==> src/rtl/fifo_byte_packer_pkg.sv <==
// Shared constants and types for the FIFO write-side byte packer.
// Contents: default widths (BYTE_W, BPW, CNT_W), the packer state type,
// and a helper that sizes the lane index.
package fifo_byte_packer_pkg;

    localparam int unsigned BYTE_W         = 8;
    localparam int unsigned WIDTH_DEF      = 32;
    localparam int unsigned FIFO_DEPTH_DEF = 32;
    localparam int unsigned BPW            = WIDTH_DEF / BYTE_W;
    localparam int unsigned CNT_W          = $clog2(FIFO_DEPTH_DEF + 1);

    typedef enum logic {
        FILL = 1'b0,
        PUSH = 1'b1
    } pack_state_t;

    // Width of a lane index; a single-lane word still needs one bit.
    function automatic int unsigned lane_w(input int unsigned bpw);
        return (bpw > 1) ? $clog2(bpw) : 1;
    endfunction

endpackage

==> src/rtl/fifo_byte_packer_if.sv <==
// Byte-stream input and memory write-side signals of the byte packer.
// Modports:
//   master - byte source / memory side (drives in_*, mem_rd_en, wr_full_err)
//   slave  - the packer (drives in_ready, mem_wr_en, fifo_wr_data)
interface fifo_byte_packer_if #(
    parameter int unsigned WIDTH  = 32,
    parameter int unsigned BYTE_W = 8
) ();

    logic              in_valid;
    logic [BYTE_W-1:0] in_data;
    logic              in_last;
    logic              in_ready;
    logic              mem_wr_en;
    logic [WIDTH-1:0]  fifo_wr_data;
    logic              mem_rd_en;
    logic              wr_full_err;

    modport master (
        output in_valid, in_data, in_last, mem_rd_en, wr_full_err,
        input  in_ready, mem_wr_en, fifo_wr_data
    );

    modport slave (
        input  in_valid, in_data, in_last, mem_rd_en, wr_full_err,
        output in_ready, mem_wr_en, fifo_wr_data
    );

endinterface

==> src/rtl/fifo_occupancy_cnt.sv <==
// Shadow word count of the downstream FIFO memory.
// Ports:
//   CLK, RST    - clock, synchronous active-high reset
//   inc         - a word is written this cycle (mem_wr_en)
//   dec         - a word is read this cycle (mem_rd_en)
//   occupancy   - registered word count, 0..FIFO_DEPTH
//   full        - registered, occupancy == FIFO_DEPTH
//   almost_full - registered, only with FIFO_ALMOST_FULL_EN defined
// Optional feature macro: FIFO_ALMOST_FULL_EN (adds AF_MARGIN / almost_full).
module fifo_occupancy_cnt #(
    parameter int unsigned FIFO_DEPTH = 32,
    parameter int unsigned CNT_W      = $clog2(FIFO_DEPTH + 1)
`ifdef FIFO_ALMOST_FULL_EN
    ,
    parameter int unsigned AF_MARGIN  = 4
`endif
) (
    input  logic             CLK,
    input  logic             RST,
    input  logic             inc,
    input  logic             dec,
    output logic [CNT_W-1:0] occupancy,
    output logic             full
`ifdef FIFO_ALMOST_FULL_EN
    ,
    output logic             almost_full
`endif
);

    localparam logic [CNT_W-1:0] DEPTH_C = CNT_W'(FIFO_DEPTH);

    logic [CNT_W-1:0] occ_q, occ_d;
    logic             full_q;

    // Saturating update: simultaneous inc/dec cancel, empty reads hold at 0.
    always_comb begin
        occ_d = occ_q;
        if (inc && !dec && (occ_q != DEPTH_C)) begin
            occ_d = occ_q + CNT_W'(1);
        end else if (dec && !inc && (occ_q != '0)) begin
            occ_d = occ_q - CNT_W'(1);
        end
    end

    always_ff @(posedge CLK) begin
        if (RST) begin
            occ_q  <= '0;
            full_q <= 1'b0;
        end else begin
            occ_q  <= occ_d;
            full_q <= (occ_d == DEPTH_C);
        end
    end

    assign occupancy = occ_q;
    assign full      = full_q;

`ifdef FIFO_ALMOST_FULL_EN
    localparam logic [CNT_W-1:0] AF_TH_C = CNT_W'(FIFO_DEPTH - AF_MARGIN);

    logic af_q;

    // Flag tracks the count being loaded this edge, so it lines up with occupancy.
    always_ff @(posedge CLK) begin
        if (RST) begin
            af_q <= 1'b0;
        end else begin
            af_q <= (occ_d >= AF_TH_C);
        end
    end

    assign almost_full = af_q;
`endif

endmodule

==> src/rtl/fifo_byte_packer.sv <==
// Write-side stage for the FIFO memory: packs an 8-bit valid/ready byte
// stream little-endian into WIDTH-bit words and writes them to the memory,
// never writing while the shadow occupancy count says the memory is full.
// Ports:
//   CLK, RST   - clock, synchronous active-high reset (memory nRST = ~RST)
//   bus        - fifo_byte_packer_if.slave: in_valid/in_data/in_last/in_ready
//                byte stream, mem_wr_en/fifo_wr_data write port, mem_rd_en
//                consumer read strobe, wr_full_err memory overflow flag
//   occupancy  - shadow word count
//   full       - occupancy == FIFO_DEPTH
//   pack_err   - sticky, set by any wr_full_err pulse
//   almost_full- only with FIFO_ALMOST_FULL_EN defined
// Optional feature macro: FIFO_ALMOST_FULL_EN (adds AF_MARGIN / almost_full).
module fifo_byte_packer #(
    parameter int unsigned WIDTH      = 32,
    parameter int unsigned BYTE_W     = fifo_byte_packer_pkg::BYTE_W,
    parameter int unsigned FIFO_DEPTH = 32
`ifdef FIFO_ALMOST_FULL_EN
    ,
    parameter int unsigned AF_MARGIN  = 4
`endif
) (
    input  logic                               CLK,
    input  logic                               RST,
    fifo_byte_packer_if.slave                  bus,
    output logic [$clog2(FIFO_DEPTH+1)-1:0]    occupancy,
    output logic                               full,
    output logic                               pack_err
`ifdef FIFO_ALMOST_FULL_EN
    ,
    output logic                               almost_full
`endif
);

    import fifo_byte_packer_pkg::*;

    localparam int unsigned BPW_L  = WIDTH / BYTE_W;
    localparam int unsigned LANE_W = lane_w(BPW_L);
    localparam int unsigned OCC_W  = $clog2(FIFO_DEPTH + 1);

    pack_state_t       state_q, state_d;
    logic [LANE_W-1:0] lane_q, lane_d;
    logic [WIDTH-1:0]  word_q, word_d;
    logic              in_ready_q;
    logic              pack_err_q;
    logic              wr_fire_c;

    // A held word goes out as soon as the shadow count has room.
    assign wr_fire_c = (state_q == PUSH) && !full;

    // Next-state: fill lanes in FILL, release the word in PUSH.
    always_comb begin
        state_d = state_q;
        lane_d  = lane_q;
        word_d  = word_q;
        case (state_q)
            FILL: begin
                if (bus.in_valid) begin
                    word_d[lane_q*BYTE_W +: BYTE_W] = bus.in_data;
                    lane_d = lane_q + LANE_W'(1);
                    // in_last flush leaves the upper lanes at their cleared 0.
                    if ((lane_q == LANE_W'(BPW_L - 1)) || bus.in_last) begin
                        state_d = PUSH;
                    end
                end
            end
            PUSH: begin
                if (wr_fire_c) begin
                    state_d = FILL;
                    lane_d  = '0;
                    word_d  = '0;
                end
            end
            default: begin
                state_d = FILL;
            end
        endcase
    end

    always_ff @(posedge CLK) begin
        if (RST) begin
            state_q    <= FILL;
            lane_q     <= '0;
            word_q     <= '0;
            in_ready_q <= 1'b1;
            pack_err_q <= 1'b0;
        end else begin
            state_q    <= state_d;
            lane_q     <= lane_d;
            word_q     <= word_d;
            in_ready_q <= (state_d == FILL);
            pack_err_q <= pack_err_q | bus.wr_full_err;
        end
    end

    assign bus.in_ready     = in_ready_q;
    assign bus.mem_wr_en    = wr_fire_c;
    assign bus.fifo_wr_data = word_q;
    assign pack_err         = pack_err_q;

    // Shadow count of the memory, fed by the same strobes the memory sees.
    fifo_occupancy_cnt #(
        .FIFO_DEPTH (FIFO_DEPTH),
        .CNT_W      (OCC_W)
`ifdef FIFO_ALMOST_FULL_EN
        ,
        .AF_MARGIN  (AF_MARGIN)
`endif
    ) u_occ (
        .CLK         (CLK),
        .RST         (RST),
        .inc         (wr_fire_c),
        .dec         (bus.mem_rd_en),
        .occupancy   (occupancy),
        .full        (full)
`ifdef FIFO_ALMOST_FULL_EN
        ,
        .almost_full (almost_full)
`endif
    );

endmodule

==> src/flat_wrapper.sv <==
// flat-port wrapper written by rule: the top's interface ports become plain ports
module fifo_byte_packer_flat import fifo_byte_packer_pkg::*;
#(
    parameter int unsigned WIDTH      = 32,
    parameter int unsigned BYTE_W     = fifo_byte_packer_pkg::BYTE_W,
    parameter int unsigned FIFO_DEPTH = 32

)
  (CLK, RST, occupancy, full, pack_err, bus_in_valid, bus_in_data, bus_in_last, bus_mem_rd_en, bus_wr_full_err, bus_in_ready, bus_mem_wr_en, bus_fifo_wr_data);
  fifo_byte_packer_if #(.WIDTH(WIDTH), .BYTE_W(BYTE_W)) bus_i ();
  input  logic CLK;
  input  logic RST;
  output logic [$clog2(FIFO_DEPTH+1)-1:0] occupancy;
  output logic full;
  output logic pack_err;
  input wire logic [$bits(bus_i.in_valid)-1:0] bus_in_valid;
  input wire logic [$bits(bus_i.in_data)-1:0] bus_in_data;
  input wire logic [$bits(bus_i.in_last)-1:0] bus_in_last;
  input wire logic [$bits(bus_i.mem_rd_en)-1:0] bus_mem_rd_en;
  input wire logic [$bits(bus_i.wr_full_err)-1:0] bus_wr_full_err;
  output wire logic [$bits(bus_i.in_ready)-1:0] bus_in_ready;
  output wire logic [$bits(bus_i.mem_wr_en)-1:0] bus_mem_wr_en;
  output wire logic [$bits(bus_i.fifo_wr_data)-1:0] bus_fifo_wr_data;
  assign bus_i.in_valid = bus_in_valid;
  assign bus_i.in_data = bus_in_data;
  assign bus_i.in_last = bus_in_last;
  assign bus_i.mem_rd_en = bus_mem_rd_en;
  assign bus_i.wr_full_err = bus_wr_full_err;
  assign bus_in_ready = bus_i.in_ready;
  assign bus_mem_wr_en = bus_i.mem_wr_en;
  assign bus_fifo_wr_data = bus_i.fifo_wr_data;
  fifo_byte_packer #(.WIDTH(WIDTH), .BYTE_W(BYTE_W), .FIFO_DEPTH(FIFO_DEPTH)) u_core (.CLK(CLK), .RST(RST), .bus(bus_i), .occupancy(occupancy), .full(full), .pack_err(pack_err));
endmodule
==> config.mk <==
export PLATFORM = sky130hd
export DESIGN_NAME = fifo_byte_packer_flat
export DESIGN_NICKNAME = d
export VERILOG_FILES = /design/src/rtl/fifo_byte_packer_pkg.sv /design/src/rtl/fifo_byte_packer_if.sv /design/src/rtl/fifo_occupancy_cnt.sv /design/src/rtl/fifo_byte_packer.sv /design/src/flat_wrapper.sv
export SDC_FILE = /design/constraint.sdc
export NUM_CORES = 1
export LEC_CHECK = 0
export ABC_CLOCK_PERIOD_IN_PS = 2300
export CORE_UTILIZATION = 35
export CTS_CLUSTER_SIZE = 24
export DETAILED_ROUTE_END_ITERATION = 10
export DONT_BUFFER_PORTS = 1
export PLACE_DENSITY = 0.47
export SYNTH_ARGS = -nofsm -noshare
export SYNTH_HDL_FRONTEND = slang
export SYNTH_SLANG_ARGS = --single-unit
==> constraint.sdc <==
create_clock -name CLK -period 2.3 [get_ports CLK]
set_clock_uncertainty 0.2 [all_clocks]
set_input_delay 0.23 -clock CLK [delete_from_list [all_inputs] [get_ports CLK]]
set_output_delay 0.23 -clock CLK [all_outputs]
set_load 0.005 [all_outputs]
==> results of run 1 <==
what timing repair did:
action	in CTS	in global routing
hold endpoints to repair	43	0
gates resized for setup	0	1
setup buffers	0	1
setup endpoints to repair	0	2
hold buffers	12	0
logic make-up (layout without fill, tap and decap cells):
kind of cell / count (synthesis) / after routing / synth area share, %
simple gates: 87 / 87 / 23.0
compound gates: 56 / 56 / 21.0
flops: 44 / 44 / 44.9
buf+inv: 18 / 40 / 4.02
fa+ha+maj: 8 / 8 / 5.11
xor+xnor: 2 / 2 / 0.894
mux: 2 / 2 / 1.08
area by class of cell:
type                            instances  share of cell area [%]
Multi-Input combinational cell        155                    43.5
Sequential cell                        44                    38.1
Timing Repair Buffer                   25                    9.85
Tap cell                               70                    3.79
Clock buffer                            5                    2.98
Inverter                                8                    1.30
Clock inverter                          2                   0.541
critical path, delay by kind of cell (launching register included):
| family | cells | cell delay [ns] |
|---|---|---|
| flip-flops | 1 | 0.32 |
| AND/OR/NAND/NOR | 2 | 0.78 |
| buffers and inverters | 1 | 0.11 |
| adder cells (fa/ha/maj) | 1 | 0.18 |
| AO/OA/AOI/OAI | 2 | 0.31 |
| XOR/XNOR | 1 | 0.17 |
cells in the final DEF, fill, tap and decap left out, types with 2 or more instances in the layout:
cell type and count:
buf_4 13, nand3_1 14, inv_1 7, dlygate4sd3_1 11, a22oi_1 26, dfxtp_1 44
nor2_1 36, a21oi_2 3, nor3_1 4, ha_1 8, clkbuf_8 5, o21ai_0 2
nor3_2 2, nor4b_2 2, nor2b_1 4, nand2_1 15, o32ai_1 2, o21a_1 2
a21oi_1 12
registers in the layout (all words and copies together) (netlist names):
| name | flops |
|---|---|
| u_core.bus.in_ready | 1 |
| u_core.pack_err | 1 |
| u_core.state_q | 1 |
| u_core.u_occ.occupancy | 6 |
| u_core.bus.fifo_wr_data | 32 |
| u_core.lane_q | 2 |
| u_core.u_occ.full | 1 |
metal layers:
layer,up-vias,wire length (um),part of all wire [%],global-route usage (%)
met2,70,2660,52,32.8
met3,17,407,7.9,5.71
met4,0,166,3.2,9.42
met5,-,0,0,0
li1,823,-,-,-
met1,806,1900,37,19.2
power groups by stage:
stage | logic, W | clock network (W) | registers (W)
3_3_place_gp | 0.000611 | 0 | 0.000918
6_report | 0.000715 | 0.000457 | 0.000904
5_1_grt | 0.000799 | 0.000509 | 0.000915
3_5_place_dp | 0.000628 | 0 | 0.000920
4_1_cts | 0.000671 | 0.000475 | 0.000902
2_1_floorplan | 0.000499 | 0 | 0.000902
worst paths after layout:
| check | start | endpoint |
|---|---|---|
| setup reg to reg | u_core.u_occ.occupancy[0] | u_core.u_occ.full |
| hold / removal | RST | u_core.u_occ.occupancy[5] |
| setup / recovery | u_core.u_occ.occupancy[0] | u_core.u_occ.full |
| hold reg to reg | u_core.bus.fifo_wr_data[2] | u_core.bus.fifo_wr_data[2] |
metrics by stage:
stage / utilization (%) / worst slack (ns) / std cells
2_1_floorplan: - / 0.200 / 217
3_3_place_gp: 39.9 / 0.138 / 289
3_5_place_dp: 39.9 / 0.0681 / 289
4_1_cts: 43.9 / 0.0479 / 308
5_1_grt: 44.1 / -0.00337 / 309
6_report: 44.1 / 0.151 / 309
==> run_results.csv, run 1 <==
group,metric,value,unit
detailed_routing,vias,1716,
synth,synth_area_leader_cell,"dfxtp_1",
final_layout,fin_area,0.00231,sq mm
critical_path,worstSetupEndpointType,"flop",
sta,fmax,465,MHz
floorplan,dieWidth,76.8,um
detailed_routing,drt_iter0_drc,79,
clock_tree,cts_tree,"yes",
clock_tree,numCtsBuffers,5,
detailed_routing,ant_nets,0,
clock_tree,clock_latency,0.29,ns
min_path,min_path_type,"in -> reg",
floorplan,rows,26,
clock_tree,clkSinkCount,44,
critical_path,critPathArrivalTime,2.16,ns
sta,max-slew-margin-rel,61.8,%
final_layout,seqCellArea,881,sq um
clock_tree,root_buffer,"clkbuf_8",
synth,synth-edff-count,0,
synth,yosysUniqueCellTypes,45,
global_route,grt_pass1_wl,8540,um
detailed_routing,wl_per_cell,16.6,um
floorplan,core,0.00524,sq mm
synth,yosys-top-cells-count,"dfxtp_1 (44), nor2_1 (36), a22oi_1 (26), nand2_1 (15), nand3_1 (14)",
final_layout,drive_above_1_share,15.9,%
critical_path,cp_cell_sequence,"inv_1 -> ha_1 -> or4b_4 -> o21ai_2 -> o32ai_1 -> xor2_1 -> nor4b_2",
sta,timing.final.crit_share,93.4,%
detailed_routing,drt-total-wl,5140,um
critical_path,critPathRequiredTime,2.31,ns
place,gp_congestion,0.915,
critical_path,slowest_delay,0.51,ns
sta,hold_viol,0,
synth,synth_most_common_cell,"dfxtp_1",
critical_path,critPathKind,"reg -> reg",
power,power.total,0.00208,W
global_route,antenna_found_initial,0,
synth,synth.top_cell.area_share,44.9,%
final_layout,fillerInstances,517,
final_layout,diodes,0,
detailed_routing,viasPerCell,5.55,
place,hpwl,3630,um
sta,period_needed,2.15,ns
synth,synth-main-ff-cell,"dfxtp_1",
critical_path,worstPathMaxFanout,5,
floorplan,die_h,76.8,um
global_route,grt_usage,18.4,%
clock_tree,clk_pin_slew,0.08,ns
detailed_routing,drc,0,
synth,yosysSeqAreaShare,44.9,%
synth,synth_warnings,0,
synth,avgSynthCellArea,9.04,sq um
status,status,"completed",
final_layout,area_growth_syn_to_layout,17.9,%
floorplan,boundaryPins,56,
place,io_buffers,0,
synth,synth-seq-cells,44,
synth,syn_nets,239,
critical_path,cp-start-kind,"flop",
critical_path,slowest_stage,"or4b_4",
synth,netlist_area,0.00196,sq mm
power,combPwrFrac,34.5,%
power,powerDensity,898,mW/mm^2
sta,maxSlewViolCount,0,
power,power.internal,0.00136,W
sta,fin_setup_tns,0,ns
sta,worstMarginPinSlew,0.570,ns
sta,holdWs,0.00527,ns
power,p_leak,0.836,nW
synth,synth_area_leaders,"dfxtp_1 (45%), a22oi_1 (10%), nor2_1 (6.9%)",
floorplan,start_util,37.4,%
power,power.net_switching,0.000718,W
detailed_routing,first_pass_iters,4,
final_layout,multi_input_area,0.00100,sq mm
critical_path,r2r_cells,7,
floorplan,dieArea,0.00591,sq mm
final_layout,final_nets,261,
synth,synthArstFlopShare,0,%
clock_tree,clock_path_buffers,2,
power,vdd_drop_max,0.330,mV
place,placedInstanceArea,0.00209,sq mm
synth,netlist_instances,217,
global_route,grt_max_degree,43,
power,seqPwrFrac,43.5,%
min_path,hold_path_depth,2,
power,swShare,34.6,%
global_route,overflow,0,
global_route,grt_pass1_vias,1749,
clock_tree,cts_max_level,2,
critical_path,r2r_slack,0.15,ns
sta,final-setup-viol-count,0,
run,maxCapViolations,0,
power,clkPwrFrac,22.0,%
No activity file was read; power rests on OpenSTA's default activity.
==> run 2, diff against run 1 <==
Settings changed: ABC_CLOCK_PERIOD_IN_PS 2300 to 1940, PLACE_DENSITY 0.47 to 0.49.
Clock period 2.3 ns to 1.94 ns, I/O delays scaled along.
==> run_results.csv, run 2 (synthesized netlist as in run 1, its figures left out) <==
group,metric,value,unit
status,status,"finished with violations",
status,violations,"negative setup slack",
clock_tree,numCtsBuffers,5,
power,power.total,0.00280,W
clock_tree,clock_path_buffers,2,
power,vdd_drop_max,0.389,mV
final_layout,layout_commonest_cell,"dfxtp_1",
power,seqPwrFrac,37.5,%
critical_path,worstSetupEndpointType,"flop",
floorplan,die_h,76.8,um
power,clkPwrFrac,20.8,%
final_layout,drive_above_1_share,24.6,%
detailed_routing,drt-total-wl,5450,um
floorplan,start_util,37.4,%
power,p_leak,0.943,nW
detailed_routing,wl_per_cell,16.7,um
sta,fmax,483,MHz
critical_path,cp_cell_sequence,"inv_4 -> ha_4 -> or4b_4 -> o2111ai_2 -> a22o_2 -> o211ai_1 -> nor4b_2",
final_layout,multi_input_area,0.00106,sq mm
clock_tree,clock_latency,0.29,ns
critical_path,critPathArrivalTime,2.08,ns
final_layout,layout_common_cells,"dfxtp_1 (42), nor2_1 (35), buf_4 (27), a22oi_1 (25), nand2_1 (15)",
final_layout,final_util,48.1,%
detailed_routing,vias,1752,
critical_path,cp-start-kind,"flop",
detailed_routing,drc,0,
global_route,grt_max_degree,44,
sta,worstMarginPinSlew,0.394,ns
clock_tree,clk_pin_slew,0.08,ns
critical_path,worstPathMaxFanout,4,
final_layout,fin_area,0.00252,sq mm
detailed_routing,ant_nets,0,
detailed_routing,first_pass_iters,4,
sta,worst_slack,-0.132,ns
floorplan,rows,26,
global_route,grt_usage,19.1,%
place,io_buffers,0,
power,power.internal,0.00183,W
global_route,grt_pass1_wl,8800,um
power,powerDensity,1110,mW/mm^2
power,power.net_switching,0.000964,W
floorplan,dieWidth,76.8,um
sta,hold_viol,0,
final_layout,seqCellArea,888,sq um
floorplan,dieArea,0.00591,sq mm
sta,holdWs,0.00827,ns
critical_path,critPathBufInv,1,
sta,timing.final.crit_share,107,%
min_path,min_path_type,"in -> reg",
detailed_routing,drt_iter0_drc,47,
global_route,overflow,0,
clock_tree,clkSinkCount,44,
sta,period_needed,2.07,ns
power,combPwrFrac,41.8,%
clock_tree,cts_tree,"yes",
global_route,antenna_found_initial,0,
sta,final-setup-viol-count,4,
place,hpwl,3990,um
power,swShare,34.5,%
global_route,grt_pass1_vias,1775,
critical_path,cpLargestDelayFamily,"simple AND/OR/NAND/NOR gates",
sta,rsz0062_at_grt,"yes",
sta,max-slew-margin-rel,73.7,%
critical_path,critPathRequiredTime,1.95,ns
critical_path,slowest_stage,"or4b_4",
final_layout,area_growth_syn_to_layout,28.5,%
place,dp_cells,303,
final_layout,largest_reg_flops,32,
final_layout,final_nets,277,
critical_path,critPathKind,"reg -> reg",
clock_tree,root_buffer,"clkbuf_8",
floorplan,core,0.00524,sq mm
place,gp_congestion,0.881,
clock_tree,cts_max_level,2,
final_layout,diodes,0,
final_layout,fillerInstances,510,
detailed_routing,viasPerCell,5.37,
sta,maxSlewViolCount,0,
place,placedInstanceArea,0.00225,sq mm
final_layout,final_cells,326,
run,maxCapViolations,0,
floorplan,boundaryPins,56,
critical_path,slowest_delay,0.50,ns
[run 2: cell types whose count changed in the layout (fill, tap and decap cells not counted), sizes merged]
| cell | previous run | this run |
|---|---|---|
| buf | 14 | 29 |
| clkbuf | 5 | 6 |
| clkinvlp | 1 | 0 |
| dlygate4sd3 | 11 | 12 |
| clkinv | 1 | 2 |
[run 2: what timing repair did]
action / 4_1_cts / 5_1_grt
endpoints found under the setup margin: 4 / 14
gates resized for setup: 1 / 4
endpoints found under the hold margin: 43 / 0
hold buffers: 13 / 0
pin swaps: 3 / 2
setup buffers: 1 / 1
[run 2: through the flow]
stage | setup TNS [ns] | worst slack (ns)
after floorplan | -0.171 | -0.0972
final | -0.200 | -0.132
after global placement | -0.103 | -0.0431
after detailed placement | -0.201 | -0.116
after global routing | -0.698 | -0.220
after CTS | -0.210 | -0.132
[run 2: worst reg2reg max path, cell delays in order, from the launching register on]
cell       delay [ns]
dfxtp_4          0.35
inv_4            0.06
ha_4             0.12
or4b_4           0.50
o2111ai_2        0.19
a22o_2           0.20
o211ai_1         0.12
nor4b_2          0.25
[run 2: cell type report]
cell class              count  share of cell area, %
clock buffers               6                   3.28
clock inverters             2                  0.397
inverters                   8                   1.39
multi-input cells         155                   42.1
flip-flops and latches     44                   35.3
well taps                  70                   3.48
repair buffers             41                   14.1
[run 2: power groups by stage]
stage / sequential, W / clock (W) / combinational [W]
global route: 0.00106 / 0.000644 / 0.00128
global placement: 0.00107 / 0 / 0.00103
detailed placement: 0.00107 / 0 / 0.00105
CTS: 0.00105 / 0.000600 / 0.00113
floorplan: 0.00109 / 0 / 0.000706
finish: 0.00105 / 0.000581 / 0.00117
[run 2: layer usage]
metal,up-vias,global-route usage [%],part of all wire (%)
met5,-,0,0
met4,0,9.04,2.1
met3,11,5.71,6.0
met2,55,34.3,53
met1,837,20.3,39
li1,849,-,-
[run 2: final timing paths]
| check | to | start | slack, ns | depth (start not counted) |
|---|---|---|---|---|
| max reg2reg | u_core.u_occ.full | u_core.u_occ.occupancy[1] | -0.13 | 7 |
| min reg2reg | u_core.bus.fifo_wr_data[7] | u_core.bus.fifo_wr_data[7] | 0.28 | 2 |
| max | u_core.u_occ.full | u_core.u_occ.occupancy[1] | -0.13 | 7 |
| min | u_core.lane_q[0] | bus_in_valid | 0.008 | 3 |
==> run 3, diff against run 2 <==
Settings changed: ABC_AREA set to 1.
==> run_results.csv, run 3 <==
group,metric,value,unit
synth,yosysUniqueCellTypes,21,
global_route,antenna_found_initial,0,
synth,netlist_area,0.00202,sq mm
critical_path,timing.rr.start,"u_core.lane_q[1]",
synth,synth_area_leader_cell,"dfxtp_1",
sta,period_needed,1.79,ns
clock_tree,root_buffer,"clkbuf_8",
clock_tree,clkSinkCount,44,
critical_path,r2r-end,"u_core.bus.fifo_wr_data[4]",
run,maxCapViolations,0,
detailed_routing,ant_nets,0,
global_route,grt_pass1_wl,8290,um
power,power.total,0.00279,W
detailed_routing,wl_per_cell,14.5,um
critical_path,worstSetupEndpointType,"flop",
sta,maxSlewViolCount,0,
final_layout,area_growth_syn_to_layout,20.2,%
critical_path,r2r_slack,0.15,ns
final_layout,seqCellArea,882,sq um
sta,timing.final.crit_share,92.3,%
final_layout,multi_input_area,0.00102,sq mm
synth,synth.top_cell.area_share,43.5,%
final_layout,layout_commonest_cell,"dfxtp_1",
power,powerDensity,1150,mW/mm^2
clock_tree,clock_latency,0.30,ns
final_layout,fillerInstances,557,
floorplan,start_util,36.5,%
detailed_routing,vias,1790,
min_path,min_path_type,"in -> reg",
power,combPwrFrac,37.1,%
clock_tree,clk_pin_slew,0.09,ns
floorplan,die_h,78.1,um
synth,synth-edff-count,0,
detailed_routing,drt_iter0_drc,113,
synth,synth_area_leaders,"dfxtp_1 (44%), nand3_1 (9.1%), o21ai_0 (8.9%)",
floorplan,dieArea,0.00609,sq mm
synth,synth_warnings,0,
place,gp_congestion,0.826,
global_route,grt_pass1_vias,1672,
detailed_routing,drc,0,
detailed_routing,viasPerCell,5.00,
detailed_routing,first_pass_iters,4,
global_route,grt_max_degree,21,
final_layout,layout_common_cells,"dfxtp_1 (43), nand2_1 (35), o21ai_0 (35), nand3_1 (35), inv_1 (25)",
sta,final-setup-viol-count,0,
synth,synth_most_common_cell,"dfxtp_1",
critical_path,startpoint,"u_core.lane_q[1]",
min_path,min-delay-start,"bus_in_valid",
power,seqPwrFrac,41.2,%
power,p_leak,1.15,nW
synth,synth-main-ff-cell,"dfxtp_1",
synth,netlist_instances,260,
floorplan,dieWidth,78.1,um
place,dp_slack,0.0571,ns
clock_tree,cts_tree,"yes",
power,power.internal,0.00174,W
power,vdd_drop_max,0.470,mV
power,power.net_switching,0.00106,W
critical_path,cp-start-kind,"flop",
clock_tree,clock_path_buffers,2,
sta,worst_slack,0.149,ns
floorplan,core,0.00554,sq mm
floorplan,rows,27,
synth,yosys-top-cells-count,"dfxtp_1 (44), nand3_1 (37), o21ai_0 (36), nand2_1 (35), inv_1 (25)",
final_layout,drive_above_1_share,11.2,%
floorplan,boundaryPins,56,
status,violations,"negative hold slack",
min_path,hold_end,"u_core.state_q",
detailed_routing,drt-total-wl,5210,um
sta,hold_viol,1,
sta,max-slew-margin-rel,64.0,%
synth,synthArstFlopShare,0,%
sta,worstMarginPinSlew,0.539,ns
critical_path,critPathRequiredTime,1.96,ns
critical_path,critPathKind,"reg -> reg",
synth,syn_nets,282,
power,swShare,37.9,%
place,placedInstanceArea,0.00218,sq mm
final_layout,final_nets,307,
final_layout,diodes,0,
synth,yosysSeqAreaShare,43.5,%
status,status,"finished with violations",
min_path,hold_path_depth,3,
final_layout,fin_area,0.00243,sq mm
sta,holdWs,-0.0406,ns
critical_path,critPathArrivalTime,1.81,ns
synth,avgSynthCellArea,7.79,sq um
sta,fmax,558,MHz
place,io_buffers,0,
power,clkPwrFrac,21.7,%
global_route,grt_usage,17.6,%
global_route,overflow,0,
critical_path,r2r_cells,7,
synth,synth-seq-cells,44,
clock_tree,cts_max_level,2,
clock_tree,post-cts-setup-buffers,0,
place,hpwl,3600,um
final_layout,largest_reg_flops,32,
critical_path,worstPathMaxFanout,16,
clock_tree,numCtsBuffers,5,
[run 3: cell count changes in the layout (fill, tap and decap cells not counted), sizes merged, moves of 3 or more]
cell,delta
a22oi,-26
inv,+18
o21ai,+35
buf,-14
nand3,+23
nor2b,-4
nor2,-21
a21oi,+4
o211a,+16
nor4b,-3
nand4,+4
nor3,-6
nand2,+21
[run 3: layer usage]
metal / share of wire, % / up-vias / track usage, % / routed length, um
met5: 0 / - / 0 / 0
met4: 1.7 / 0 / 7.04 / 87
met3: 7.0 / 6 / 5.70 / 367
met2: 42 / 46 / 25.4 / 2200
met1: 49 / 789 / 24.0 / 2550
li1: - / 949 / - / -
[run 3: power by group through the flow]
| stage | clock [W] | combinational [W] | sequential (W) |
|---|---|---|---|
| floorplan | 0 | 0.000655 | 0.00119 |
| global placement | 0 | 0.000969 | 0.00117 |
| detailed placement | 0 | 0.000960 | 0.00117 |
| CTS | 0.000621 | 0.000996 | 0.00115 |
| global route | 0.000657 | 0.00118 | 0.00117 |
| finish | 0.000605 | 0.00104 | 0.00115 |
[run 3: what timing repair did]
action,in CTS,in global routing
resized for setup,0,8
setup endpoints to repair,0,18
hold buffers,14,0
hold endpoints to repair,27,0
[run 3: critical path, stage by stage (launching register included)]
cell and delay, ns:
dfxtp_2 0.35, inv_1 0.08, ha_1 0.22, clkinvlp_4 0.20, o21ai_1 0.18, buf_4 0.22, o21ai_0 0.09, a21oi_1 0.17
[run 3: worst max path at each step]
stage / slack, ns / end
2_1_floorplan: 0.12 / u_core.bus.fifo_wr_data[19]
3_3_place_gp: 0.13 / u_core.bus.fifo_wr_data[16]
3_5_place_dp: 0.06 / u_core.bus.fifo_wr_data[20]
4_1_cts: 0.05 / u_core.bus.fifo_wr_data[20]
5_1_grt: -0.01 / u_core.u_occ.full
6_report: 0.15 / u_core.bus.fifo_wr_data[4]
[run 3: per-stage QoR]
step	hold WS (ns)	utilization, %	setup TNS (ns)	std cells
final	-0.0406	43.9	0	358
after global routing	0.0144	43.9	-0.0109	358
after CTS	0.00286	43.7	0	359
after detailed placement	0.0682	39.4	0	337
after global placement	0.0663	39.4	0	337
after floorplan	0.115	-	0	260
[run 3: final cells by class]
cell class / count / share of cell area [%]
repair buffers: 28 / 10.1
inverters: 27 / 4.32
well taps: 72 / 3.70
multi-input cells: 179 / 41.7
flip-flops and latches: 44 / 36.2
clock buffers: 7 / 3.55
clock inverters: 1 / 0.308
[run 3: cell families (layout without fill, tap and decap cells)]
kind of cell	after synthesis	in the layout	synth area share [%]
AO/OA/AOI/OAI	74	74	22.3
adder cells (fa/ha/maj)	8	8	4.94
flip-flops	44	44	43.5
AND/OR/NAND/NOR	97	97	22.1
buffers and inverters	37	63	7.11
